[src/rtl/fetch_queue_splitter_pkg.sv]
// fetch_pkg: MIPS instruction field positions and fetch queue widths.
package fetch_pkg;
  localparam int INSTR_W = 32;
  localparam int PC_W = 32;
  localparam logic [INSTR_W-1:0] NOP_INSTR = 32'h0;
  localparam int OPCODE_HI = 31;
  localparam int OPCODE_LO = 26;
  localparam int RS_HI = 25;
  localparam int RS_LO = 21;
  localparam int RT_HI = 20;
  localparam int RT_LO = 16;
  localparam int RD_HI = 15;
  localparam int RD_LO = 11;
  localparam int SHAMT_HI = 10;
  localparam int SHAMT_LO = 6;
  localparam int FUNCT_HI = 5;
  localparam int FUNCT_LO = 0;
  localparam int IMM16_HI = 15;
  localparam int IMM16_LO = 0;
  localparam int IMM26_HI = 25;
  localparam int IMM26_LO = 0;
endpackage

[src/rtl/fetch_queue_splitter_if.sv]
// fetch_queue_splitter_if: fetch-side push and decode-side head/field signals.
interface fetch_queue_splitter_if
  import fetch_pkg::*;
#(
  parameter int DEPTH = 4
);
  localparam int PTR_W = $clog2(DEPTH);
  logic in_valid, in_ready, out_valid, out_ready;
  logic [PC_W-1:0] in_pc, out_pc;
  logic [INSTR_W-1:0] in_instr, out_instr, imm32_sext, imm32_zext;
  logic [5:0] opcode, funct;
  logic [4:0] rs, rt, rd, shamt;
  logic [15:0] imm16;
  logic [25:0] imm26;
  logic [PTR_W:0] count;
  modport master (
    output in_valid, in_pc, in_instr, out_ready,
    input in_ready, out_valid, out_pc, out_instr, opcode, rs, rt, rd, shamt, funct,
          imm16, imm26, imm32_sext, imm32_zext, count
  );
  modport slave (
    input in_valid, in_pc, in_instr, out_ready,
    output in_ready, out_valid, out_pc, out_instr, opcode, rs, rt, rd, shamt, funct,
           imm16, imm26, imm32_sext, imm32_zext, count
  );
endinterface

[src/rtl/fetch_queue_splitter_instr_field_split.sv]
// instr_field_split: combinational MIPS word to field and immediate decode.
module instr_field_split
  import fetch_pkg::*;
(
  input  logic [INSTR_W-1:0] instr_i,
  output logic [5:0]         opcode_o,
  output logic [4:0]         rs_o,
  output logic [4:0]         rt_o,
  output logic [4:0]         rd_o,
  output logic [4:0]         shamt_o,
  output logic [5:0]         funct_o,
  output logic [15:0]        imm16_o,
  output logic [25:0]        imm26_o,
  output logic [31:0]        imm32_sext_o,
  output logic [31:0]        imm32_zext_o
);
  always_comb begin
    opcode_o = instr_i[OPCODE_HI:OPCODE_LO];
    rs_o = instr_i[RS_HI:RS_LO];
    rt_o = instr_i[RT_HI:RT_LO];
    rd_o = instr_i[RD_HI:RD_LO];
    shamt_o = instr_i[SHAMT_HI:SHAMT_LO];
    funct_o = instr_i[FUNCT_HI:FUNCT_LO];
    imm16_o = instr_i[IMM16_HI:IMM16_LO];
    imm26_o = instr_i[IMM26_HI:IMM26_LO];
    imm32_sext_o = {{16{instr_i[IMM16_HI]}}, instr_i[IMM16_HI:IMM16_LO]};
    imm32_zext_o = {16'h0, instr_i[IMM16_HI:IMM16_LO]};
  end
endmodule

[src/rtl/fetch_queue_splitter.sv]
// fetch_queue_splitter: circular fetch queue presenting a pre-decoded head entry.
module fetch_queue_splitter
  import fetch_pkg::*;
#(
  parameter int DEPTH = 4
) (
  input  logic clk,
  input  logic reset,
  input  logic flush,
  fetch_queue_splitter_if.slave q
);
  localparam int PTR_W = $clog2(DEPTH);
  localparam int CW = PTR_W + 1;
  logic [PC_W-1:0] pc_mem [DEPTH];
  logic [INSTR_W-1:0] instr_mem [DEPTH];
  logic [PTR_W-1:0] wr_q, wr_d, rd_q, rd_d;
  logic [CW-1:0] cnt_q, cnt_d;
  logic push, pop;
  // Handshakes come from the registered count only, so no out_ready->in_ready path.
  always_comb begin
    q.in_ready = cnt_q != CW'(DEPTH);
    q.out_valid = cnt_q != '0;
    push = q.in_valid & q.in_ready;
    pop = q.out_valid & q.out_ready;
    wr_d = flush ? '0 : wr_q + PTR_W'(push);
    rd_d = flush ? '0 : rd_q + PTR_W'(pop);
    cnt_d = flush ? '0 : cnt_q + CW'(push) - CW'(pop);
    q.out_pc = q.out_valid ? pc_mem[rd_q] : '0;
    q.out_instr = q.out_valid ? instr_mem[rd_q] : NOP_INSTR;
    q.count = cnt_q;
  end
  always_ff @(posedge clk) begin
    if (reset) begin
      wr_q <= '0;
      rd_q <= '0;
      cnt_q <= '0;
    end else begin
      wr_q <= wr_d;
      rd_q <= rd_d;
      cnt_q <= cnt_d;
    end
  end
  always_ff @(posedge clk) begin
    if (push && !flush && !reset) begin
      pc_mem[wr_q] <= q.in_pc;
      instr_mem[wr_q] <= q.in_instr;
    end
  end
  instr_field_split u_split (
    .instr_i      (q.out_instr),
    .opcode_o     (q.opcode),
    .rs_o         (q.rs),
    .rt_o         (q.rt),
    .rd_o         (q.rd),
    .shamt_o      (q.shamt),
    .funct_o      (q.funct),
    .imm16_o      (q.imm16),
    .imm26_o      (q.imm26),
    .imm32_sext_o (q.imm32_sext),
    .imm32_zext_o (q.imm32_zext)
  );
endmodule
[src/flat_wrapper.sv]
// flat-port wrapper written by rule: the top's interface ports become plain ports
module fetch_queue_splitter_flat import fetch_pkg::*;
#(
  parameter int DEPTH = 4
)
  (clk, reset, flush, q_in_valid, q_in_pc, q_in_instr, q_out_ready, q_in_ready, q_out_valid, q_out_pc, q_out_instr, q_opcode, q_rs, q_rt, q_rd, q_shamt, q_funct, q_imm16, q_imm26, q_imm32_sext, q_imm32_zext, q_count);
  fetch_queue_splitter_if #(.DEPTH(DEPTH)) q_i ();
  input  logic clk;
  input  logic reset;
  input  logic flush;
  input wire logic [$bits(q_i.in_valid)-1:0] q_in_valid;
  input wire logic [$bits(q_i.in_pc)-1:0] q_in_pc;
  input wire logic [$bits(q_i.in_instr)-1:0] q_in_instr;
  input wire logic [$bits(q_i.out_ready)-1:0] q_out_ready;
  output wire logic [$bits(q_i.in_ready)-1:0] q_in_ready;
  output wire logic [$bits(q_i.out_valid)-1:0] q_out_valid;
  output wire logic [$bits(q_i.out_pc)-1:0] q_out_pc;
  output wire logic [$bits(q_i.out_instr)-1:0] q_out_instr;
  output wire logic [$bits(q_i.opcode)-1:0] q_opcode;
  output wire logic [$bits(q_i.rs)-1:0] q_rs;
  output wire logic [$bits(q_i.rt)-1:0] q_rt;
  output wire logic [$bits(q_i.rd)-1:0] q_rd;
  output wire logic [$bits(q_i.shamt)-1:0] q_shamt;
  output wire logic [$bits(q_i.funct)-1:0] q_funct;
  output wire logic [$bits(q_i.imm16)-1:0] q_imm16;
  output wire logic [$bits(q_i.imm26)-1:0] q_imm26;
  output wire logic [$bits(q_i.imm32_sext)-1:0] q_imm32_sext;
  output wire logic [$bits(q_i.imm32_zext)-1:0] q_imm32_zext;
  output wire logic [$bits(q_i.count)-1:0] q_count;
  assign q_i.in_valid = q_in_valid;
  assign q_i.in_pc = q_in_pc;
  assign q_i.in_instr = q_in_instr;
  assign q_i.out_ready = q_out_ready;
  assign q_in_ready = q_i.in_ready;
  assign q_out_valid = q_i.out_valid;
  assign q_out_pc = q_i.out_pc;
  assign q_out_instr = q_i.out_instr;
  assign q_opcode = q_i.opcode;
  assign q_rs = q_i.rs;
  assign q_rt = q_i.rt;
  assign q_rd = q_i.rd;
  assign q_shamt = q_i.shamt;
  assign q_funct = q_i.funct;
  assign q_imm16 = q_i.imm16;
  assign q_imm26 = q_i.imm26;
  assign q_imm32_sext = q_i.imm32_sext;
  assign q_imm32_zext = q_i.imm32_zext;
  assign q_count = q_i.count;
  fetch_queue_splitter #(.DEPTH(DEPTH)) u_core (.clk(clk), .reset(reset), .flush(flush), .q(q_i));
endmodule
[config.mk]
export PLATFORM = sky130hd
export DESIGN_NAME = fetch_queue_splitter_flat
export DESIGN_NICKNAME = d
export VERILOG_FILES = /design/src/rtl/fetch_queue_splitter_pkg.sv /design/src/rtl/fetch_queue_splitter_if.sv /design/src/rtl/fetch_queue_splitter_instr_field_split.sv /design/src/rtl/fetch_queue_splitter.sv /design/src/flat_wrapper.sv
export SDC_FILE = /design/constraint.sdc
export NUM_CORES = 1
export LEC_CHECK = 0
export ABC_AREA = 1
export BUFFER_PORTS_ARGS = -buffer_cell sky130_fd_sc_hd__buf_2
export CELL_PAD_IN_SITES_DETAIL_PLACEMENT = 1
export CELL_PAD_IN_SITES_GLOBAL_PLACEMENT = 2
export CORE_MARGIN = 5
export CORE_UTILIZATION = 35
export DETAILED_ROUTE_END_ITERATION = 7
export GPL_ROUTABILITY_DRIVEN = 0
export PLACE_DENSITY = 0.81
export SETUP_SLACK_MARGIN = 0.05
export SLEW_MARGIN = 20
export SYNTH_ARGS = -nofsm -noshare
export SYNTH_HDL_FRONTEND = slang
export SYNTH_HIERARCHICAL = 1
export SYNTH_SLANG_ARGS = --single-unit
export TNS_END_PERCENT = 10
[constraint.sdc]
create_clock -name clk -period 6.7 [get_ports clk]
set_input_delay 1.675 -clock clk [delete_from_list [all_inputs] [get_ports clk]]
set_output_delay 1.675 -clock clk [all_outputs]
set_load 0.05 [all_outputs]
# [After elaboration in Yosys (flattened, before gate mapping)]
# Memory sizes are Yosys's and may differ from the RTL's. A register that Yosys moved wholly into a read port is not among the register bits.
# Cells that the tools add are included.
[op_classes] mux=6 n_addsub=4 reduce_logical=6 bitwise_logic=2 eq_ne=1
[ops] cell="2-to-1 mux 32 bit" n=2
[ops] cell="adder 2 x 1 -> 2 bit" n=2
[ops] cell="2-to-1 mux 2 bit" n=2
[ops] cell="adder 3 x 1 -> 3 bit" n=1
[ops] cell="!= test 3 bit, second input constant" n=1
[ops] cell="nonzero test 3 bit" n=1
[ops] cell="subtractor 3 x 1 -> 3 bit" n=1
[ops] cell="AND 1 bit" n=2
[ops] cell="logical AND 1 bit" n=2
[ops] cell="zero test 1 bit" n=2
[ops] cell="2-to-1 mux 1 bit" n=2
[ops] cell="OR reduction 2 bit" n=1
[word_totals] input_bits=69 n_memories=2 regBits=7 mem_bits_rw=256
[memory_table] memory="u_core.instr_mem" depth=4 word_bits=32 rd=1 rd_clocked_by_memory_dff=1 wr=1 line_no="fetch_queue_splitter.sv:15" text="logic [INSTR_W-1:0] instr_mem [DEPTH];"
[memory_table] memory="u_core.pc_mem" depth=4 word_bits=32 rd=1 rd_clocked_by_memory_dff=1 wr=1 line_no="fetch_queue_splitter.sv:14" text="logic [PC_W-1:0] pc_mem [DEPTH];"

# [Longest topological paths before layout]
# Gate-level depths: netlist of the first run.
[depth] ltp_word=6 depth_mapped=10

# [Cells and area by module]
# Netlist of the first run, hierarchy kept.
[by_module_without_submodules] module="fetch_queue_splitter" seq_area_each_um2=7827.5 instances=1 area_per_inst_um2=10324.9 cells_each=811
[by_module_without_submodules] module="instr_field_split" seq_area_each_um2=0.0 instances=1 area_per_inst_um2=1039.7 cells_each=139

# [Worst setup path before layout of the first run]
# No wires, ideal clock.
[synth_timing] path_kind="register -> output" start="reg u_core.cnt_q[1] (netlist: u_core/q.count[1])" end="out q_imm16[15]" arrival_time_ns=3.502 n_path_buf=2 path_stages_with_launch=7 slack_ns=1.523 cell_sequence="dfxtp_1 -> nor2_1 -> nand2_1 -> inv_2 -> buf_2 -> a21oi_1 -> buf_4"
[synth_via] elab_chain_cells=2
[synth_rtl] item="start: declaration" line_no="fetch_queue_splitter.sv:17" text="logic [CW-1:0] cnt_q, cnt_d;"
[synth_rtl] item="start signal: assignment" line_no="fetch_queue_splitter.sv:40" text="cnt_q <= cnt_d;"
[synth_rtl] item="nonzero test 3 bit" line_no="fetch_queue_splitter.sv:22" text="q.out_valid = cnt_q != '0;"
[synth_rtl] item="via q_out_valid" line_no="flat_wrapper.sv:16" text="output wire logic [$bits(q_i.out_valid)-1:0] q_out_valid;"
[synth_rtl] item="2-to-1 mux 32 bit" line_no="fetch_queue_splitter.sv:29" text="q.out_instr = q.out_valid ? instr_mem[rd_q] : NOP_INSTR;"
[synth_rtl] item="end: declaration" line_no="flat_wrapper.sv:25" text="output wire logic [$bits(q_i.imm16)-1:0] q_imm16;"
# The timed path passes the listed nets, and every way through them passes these cells.

==> flow_summary.ini, run 1 <==
[sta]
setup_viol = 0
hold_viol = 0
fin_setup_tns_ns = 0
relSlewSlack_pct = 35.0
rsz0062_at_grt = no
fin_crit_sh_pct = 77.2
fmaxAchievable_mhz = 193
worst_slew_pin_slew_ns = 0.975
slew_viol_final = 0
period_minus_slack_ns = 5.17
clock_skew_ns = 0.0144

[logic_synthesis]
synth-compound-area-share_pct = 8.50
synth_xor_area_share_pct = 0.154
synth_edf_count = 256
synthSimpleGateAreaFrac_pct = 9.56
synth_top_area_cell = edfxtp_1
synth-warning-count = 6
yosysUniqueCellTypes = 22
syn_area_per_cell_um2 = 12.0
synth_ff_type = edfxtp_1
ys_ff_latch = 263
synth_top_area_share_pct = 67.6
synth_top_family_by_area = buffers and inverters
seq_area_frac_synth_pct = 68.9
synth_fa_ha_area_share_pct = 0.396
ys_async_sr_fraction_pct = 0
syn_area_um2 = 11400
synth_mux_area_share_pct = 0
synth.area.top_cells = edfxtp_1 (68%), buf_4 (9.1%), nor2_1 (8.9%)
synth_cells = 950

[critical_path]
reg2reg_depth = 7
startpoint = u_core/rd_q[1]$_SDFF_PP0_
cp_top_family = buffers and inverters
r2r-start = u_core/q.count[1]$_SDFF_PP0_
crit_fanout = 66
ff2ff_setup_slack_ns = 4.09
crit_type = register to primary output
crit_chain = inv_2, buf_4, nor2_1, o21ai_0, a21oi_1, buf_2
crit_end = q_out_instr[7]
end_kind = primary output
critPathLaunchType = register
crit_slowest_cell = dfxtp_4
path_depth = 6
r2r-end = u_core/instr_mem[3][0]$_DFFE_PP_
critPathMaxStageDelay_ns = 0.95
critPathRequiredTime_ns = 5.03
critPathBufInv = 3
arrival_ns = 3.50

[flow_run]
drv_cap = 0

[cts]
htree_levels = 1
cts_tree = yes
cts.sinks = 263
cts_max_path_buffers = 3
clk_pin_slew_ns = 0.06
cts-root-buf = clkbuf_16
holdBufCountCts = 0
cts_setup_buffers = 0
ctsResizeCount = 0
cts_buffers = 29
clock_latency_ns = 0.54

[floorplan]
core_area_um2 = 32300
floorplan.initialDensity_pct = 35.2
die_height_um = 190
die_w_um = 190
pin_count = 276
rows = 66
fp.dieArea_um2 = 36200

[global_routing]
use_met3_pct = 2.90
grt.total_usage_pct = 15.2
grt_first_pass_wirelength_mm = 43.3
met2_usage_pct = 27.7
grtUsageMet1_pct = 18.9
grt_max_degree = 87
first_global_vias = 7463
antenna_found_initial = 1
busiest_layer = met2
grt_overflow = 0

[route]
wl_per_cell_um = 18.6
drc = 0
postRouteAntennaNets = 0
wl_mm = 28.8
vias_per_cell = 4.64
vias = 7171
drt_iter0_markers = 279
first_pass_iters = 4

[cells_and_area]
fin_area_um2 = 13000
nNetsFinal = 1153
post_route_cells_drive_above_1_share_pct = 29.8
nFillCells = 3465
antenna_cells = 0
syn_to_final_growth_pct = 14.6

[pwr]
switching_share_pct = 29.5
leakage_nw = 5.11
p_seq_share_pct = 45.5
peakVddDrop_v = 0.000200
p_sw_mw = 1.19
p_clk_share_pct = 38.2
p_comb_share_pct = 16.3
power_density_nw_per_um2 = 310
internal-power_mw = 2.85

[status]
outcome = completed

[placed_design]
post_dp_cell_area_um2 = 12100
numPortBuffers = 259
dp_hpwl_mm = 18.0

[min_path]
min_path_type = register to register
## through the flow
| stage | cells | hold slack (ns) | utilization (%) | power [mW] | setup WS, ns |
|---|---|---|---|---|---|
| 4_1_cts | 1544 | 0.576 | 40.3 | 4.09 | 1.12 |
| 6_report | 1544 | 0.565 | 40.3 | 4.03 | 1.53 |
| 2_1_floorplan | 965 | 0.518 | - | 2.46 | 1.52 |
| 5_1_grt | 1544 | 0.598 | 40.3 | 4.19 | 1.17 |
| 3_5_place_dp | 1492 | 0.564 | 37.4 | 2.54 | 1.71 |
| 3_3_place_gp | 1489 | 0.542 | 37.2 | 2.53 | 1.81 |
## Yosys cell counts (3+ instances only)
cell	number
a21oi_1	65
buf_2	21
buf_4	138
buf_6	15
clkbuf_1	3
clkbuf_2	9
dfxtp_1	7
edfxtp_1	256
inv_1	10
inv_2	3
nand2_1	17
nor2_1	268
o21ai_0	68
o21ai_1	60
## worst register-to-register path, cell delays in order (launching register included)
cell and delay [ns]:
dfxtp_1 0.37, nor2_1 0.08, nand2_1 0.07, nand2_1 0.07
inv_1 0.11, nand2_1 0.23, nor2_4 0.48, buf_4 0.79
## placed cells by master (no fill, tap or decap), types with 5 or more instances in the layout
cell type	n
conb_1	16
edfxtp_1	256
o21ai_1	60
clkinv_2	7
nor2_1	264
buf_2	259
nand2_1	17
o21ai_0	68
clkbuf_16	29
buf_4	10
inv_1	10
dfxtp_1	5
a21oi_1	64
## how the worst min path moves through the flow
stage | start | to | cells past startpoint
6_report | u_core/wr_q[1]$_SDFF_PP0_ | u_core/wr_q[1]$_SDFF_PP0_ | 2
5_1_grt | u_core/wr_q[1]$_SDFF_PP0_ | u_core/wr_q[1]$_SDFF_PP0_ | 2
4_1_cts | u_core/wr_q[1]$_SDFF_PP0_ | u_core/wr_q[1]$_SDFF_PP0_ | 2
3_5_place_dp | u_core/wr_q[1]$_SDFF_PP0_ | u_core/wr_q[1]$_SDFF_PP0_ | 2
3_3_place_gp | u_core/wr_q[1]$_SDFF_PP0_ | u_core/wr_q[1]$_SDFF_PP0_ | 2
2_1_floorplan | u_core/wr_q[1]$_SDFF_PP0_ | u_core/wr_q[1]$_SDFF_PP0_ | 2
## logic make-up after synthesis
logic type	after synthesis
AOI/OAI and AO/OA	193
buffers and inverters	200
other	1
xor gates and xnor gates	2
adders and majority gates	3
and+or+nand+nor	288
DFF	263
## power groups by stage
stage          clock (mW)  sequential (mW)  combinational [mW]
2_1_floorplan           0             1.87               0.587
3_3_place_gp            0             1.87               0.658
6_report             1.54             1.83               0.659
5_1_grt              1.67             1.83               0.694
3_5_place_dp            0             1.87               0.668
4_1_cts              1.59             1.83               0.669
## cell type report
type / count / area (um^2) / area share, %
Sequential cell: 263 / 7840 / 60.2
Timing Repair Buffer: 272 / 1450 / 11.1
Inverter: 13 / 51.3 / 0.394
Tap cell: 442 / 553 / 4.25
Multi-Input combinational cell: 502 / 2210 / 17.0
Clock inverter: 19 / 189 / 1.45
Clock buffer: 33 / 741 / 5.69
## state kept, by name (all words and copies together), names as in the netlist
| signal | count |
|---|---|
| u_core/instr_mem | 128 |
| u_core/pc_mem | 128 |
| u_core/q.count | 3 |
| u_core/rd_q | 2 |
| u_core/wr_q | 2 |
## metal layers
| layer | vias up | share of wire (%) | wire (um) |
|---|---|---|---|
| met5 | - | 0.042 | 12 |
| met2 | 230 | 50 | 14500 |
| met3 | 29 | 6.0 | 1720 |
| met4 | 2 | 1.5 | 431 |
| li1 | 3390 | - | - |
| met1 | 3520 | 42 | 12100 |
Power figures use the tool's default switching activity.
==> inputs of run 2 (changes only) <==
Settings changed: ABC_AREA 1 to 0, CORE_UTILIZATION 35 to 38, PLACE_DENSITY 0.81 to 0.8.
Clock period 6.7 ns to 5.4 ns, I/O delays scaled along.
==> run 2 against run 1 <==
Compared with the run above:
- wire length fell by 23%
- combinational power is 34% higher
- critical endpoint is now q_imm26[24]
- sequential share of layout area up 1.3 points
- critical path depth shrank 2
- clock power rose by 20%
- global-route usage is 2.0 points lower
- worst setup slack got worse by 0.14 ns
- count of clock-buffer cells in the layout unchanged
- die area is 9.9% lower
- flip-flop and latch count unchanged
- largest power group unchanged
- hold slack improved by 0.055 ns
==> flow_summary.ini, run 2 <==
[min_path]
min_delay_path_depth = 2
hold_start = u_core/wr_q[1]$_SDFF_PP0_
min_path_type = register to register
hold_end = u_core/wr_q[1]$_SDFF_PP0_

[sta]
worst_slew_pin_slew_ns = 0.753
fmaxAchievable_mhz = 249
slew_viol_final = 0
fin_crit_sh_pct = 74.3
period_minus_slack_ns = 4.01
setup_viol = 0
holdWs_ns = 0.620
rsz0062_at_grt = no
clock_skew_ns = 0.00701
relSlewSlack_pct = 49.8
hold_viol = 0
fin_setup_tns_ns = 0

[critical_path]
crit_type = register to primary output
critPathRequiredTime_ns = 4.05
arrival_ns = 2.66
reg2reg_depth = 7
critPathLaunchType = register
crit_fanout = 35
cp_top_family = flip-flops
ff2ff_setup_slack_ns = 2.98
crit_chain = buf_12, mux4_2, and2_1, buf_2
end_kind = primary output
r2r-start = u_core/q.count[1]$_SDFF_PP0_
r2r-end = u_core/q.count[2]$_SDFF_PP0_
critPathMaxStageDelay_ns = 0.79
critPathBufInv = 2
crit_slowest_cell = dfxtp_4

[logic_synthesis]
synth_edf_count = 256
synth_common_cells = edfxtp_1 (256), buf_4 (138), and2_1 (67)
seq_area_frac_synth_pct = 70.8
synth_top_area_share_pct = 69.5
synth.area.top_cells = edfxtp_1 (70%), mux4_2 (13%), buf_4 (9.4%)
synth_cells = 582
syn_area_um2 = 11100
synth-warning-count = 6
syn_area_per_cell_um2 = 19.0
ys_async_sr_fraction_pct = 0
synth_top_area_cell = edfxtp_1
synth_ff_type = edfxtp_1
yosysUniqueCellTypes = 23
ys_ff_latch = 263
yosysMostFrequentCell = edfxtp_1

[cts]
cts_setup_buffers = 0
cts_tree = yes
clk_pin_slew_ns = 0.06
clock_latency_ns = 0.53
cts_max_path_buffers = 3
holdBufCountCts = 0
ctsResizeCount = 0
cts_buffers = 28
cts.sinks = 263
htree_levels = 1
cts-root-buf = clkbuf_16

[route]
drt_iter0_markers = 244
drc = 0
wl_per_cell_um = 19.4
vias_per_cell = 4.70
postRouteAntennaNets = 0
first_pass_iters = 4
vias = 5362
wl_mm = 22.2

[pwr]
power_mw = 5.01
peakVddDrop_v = 0.000281
leakage_nw = 4.79
power_density_nw_per_um2 = 393

[floorplan]
core_area_um2 = 28700
rows = 62
floorplan.initialDensity_pct = 38.5
die_height_um = 181
fp.dieArea_um2 = 32600
pin_count = 276
die_w_um = 181

[cells_and_area]
nFillCells = 2833
utilization_pct = 44.4
post_route_cells_drive_above_1_share_pct = 50.0
nNetsFinal = 810
multi_input_area_um2 = 2140
layout_commonest_cell = buf_2
most-common-layout-cells = buf_2 (259), edfxtp_1 (256), and2_1 (67)
syn_to_final_growth_pct = 15.3
seq_area_um2 = 7840
antenna_cells = 0

[flow_run]
drv_cap = 0

[global_routing]
antenna_found_initial = 0
first_global_vias = 5904
grt.total_usage_pct = 13.2
grt_overflow = 0
grt_max_degree = 47
grt_first_pass_wirelength_mm = 34.4

[placed_design]
dp_hpwl_mm = 14.3
numPortBuffers = 259

[status]
outcome = completed
[run 2: cell types whose count changed in the layout (fill, tap and decap cells not counted), sizes merged, moves of 3 or more]
cell / previous run / this run
o21ai: 128 / 0
nor2: 268 / 2
and2: 0 / 67
clkinv: 11 / 14
nor3: 0 / 5
inv: 14 / 2
a21oi: 65 / 0
mux4: 0 / 64
clkinvlp: 4 / 0
nand2: 17 / 2
[run 2: report_power, final]
part / internal, mW / switching (mW)
logic: 0.178 / 0.703
clock network: 1.11 / 0.735
registers: 2.26 / 0.0142
total: 3.55 / 1.45
[run 2: layout make-up]
| class | count | share of cell area, % |
|---|---|---|
| tap | 384 | 3.77 |
| multi-input combinational | 173 | 16.8 |
| clock buffer | 33 | 5.81 |
| timing repair buffer | 270 | 10.9 |
| clock inverter | 17 | 1.17 |
| inverter | 2 | 0.0589 |
| sequential | 263 | 61.5 |
[run 2: tightest hold or removal path, cell delays in order (launching register included)]
cell and delay (ns):
dfxtp_1 0.37, xnor2_1 0.16, nor3_1 0.04
[run 2: kinds of logic (layout without fill, tap and decap cells)]
logic type / count (synthesis) / in the layout / synth area share [%]
AO/OA/AOI/OAI: 2 / 2 / 0.147
flip-flops: 263 / 263 / 70.8
XOR/XNOR: 6 / 6 / 0.475
buffers and inverters: 161 / 322 / 10.6
other: 1 / 16 / 0.0339
multiplexers: 64 / 64 / 13.0
adder cells (fa/ha/maj): 3 / 3 / 0.407
AND/OR/NAND/NOR: 82 / 82 / 4.52
[run 2: worst max path at each step]
stage | depth (start not counted) | to | from | slack [ns]
6_report | 4 | q_imm26[24] | u_core/rd_q[0]$_SDFF_PP0_ | 1.39
3_5_place_dp | 4 | q_out_instr[23] | u_core/rd_q[0]$_SDFF_PP0_ | 1.83
2_1_floorplan | 3 | u_core/instr_mem[2][0]$_DFFE_PP_ | flush | -1.57
5_1_grt | 4 | q_rs[2] | u_core/rd_q[0]$_SDFF_PP0_ | 1.15
3_3_place_gp | 4 | q_imm26[23] | u_core/rd_q[0]$_SDFF_PP0_ | 1.86
4_1_cts | 4 | q_imm26[24] | u_core/rd_q[0]$_SDFF_PP0_ | 1.26
[run 2: through the flow]
| step | setup WS, ns | cell area [um^2] | cells |
|---|---|---|---|
| after floorplan | -1.57 | 11100 | 597 |
| after global placement | 1.86 | 11900 | 1092 |
| after detailed placement | 1.83 | 11900 | 1092 |
| after CTS | 1.26 | 12700 | 1142 |
| after global routing | 1.15 | 12700 | 1142 |
| final | 1.39 | 12700 | 1142 |
[run 2: routing by layer]
layer,GRT usage (%),vias to the layer above,routed length (um)
met5,0,-,0
met4,2.27,0,270
met3,3.69,28,1710
met2,24.9,220,11700
met1,15.2,2728,8490
li1,-,2386,-
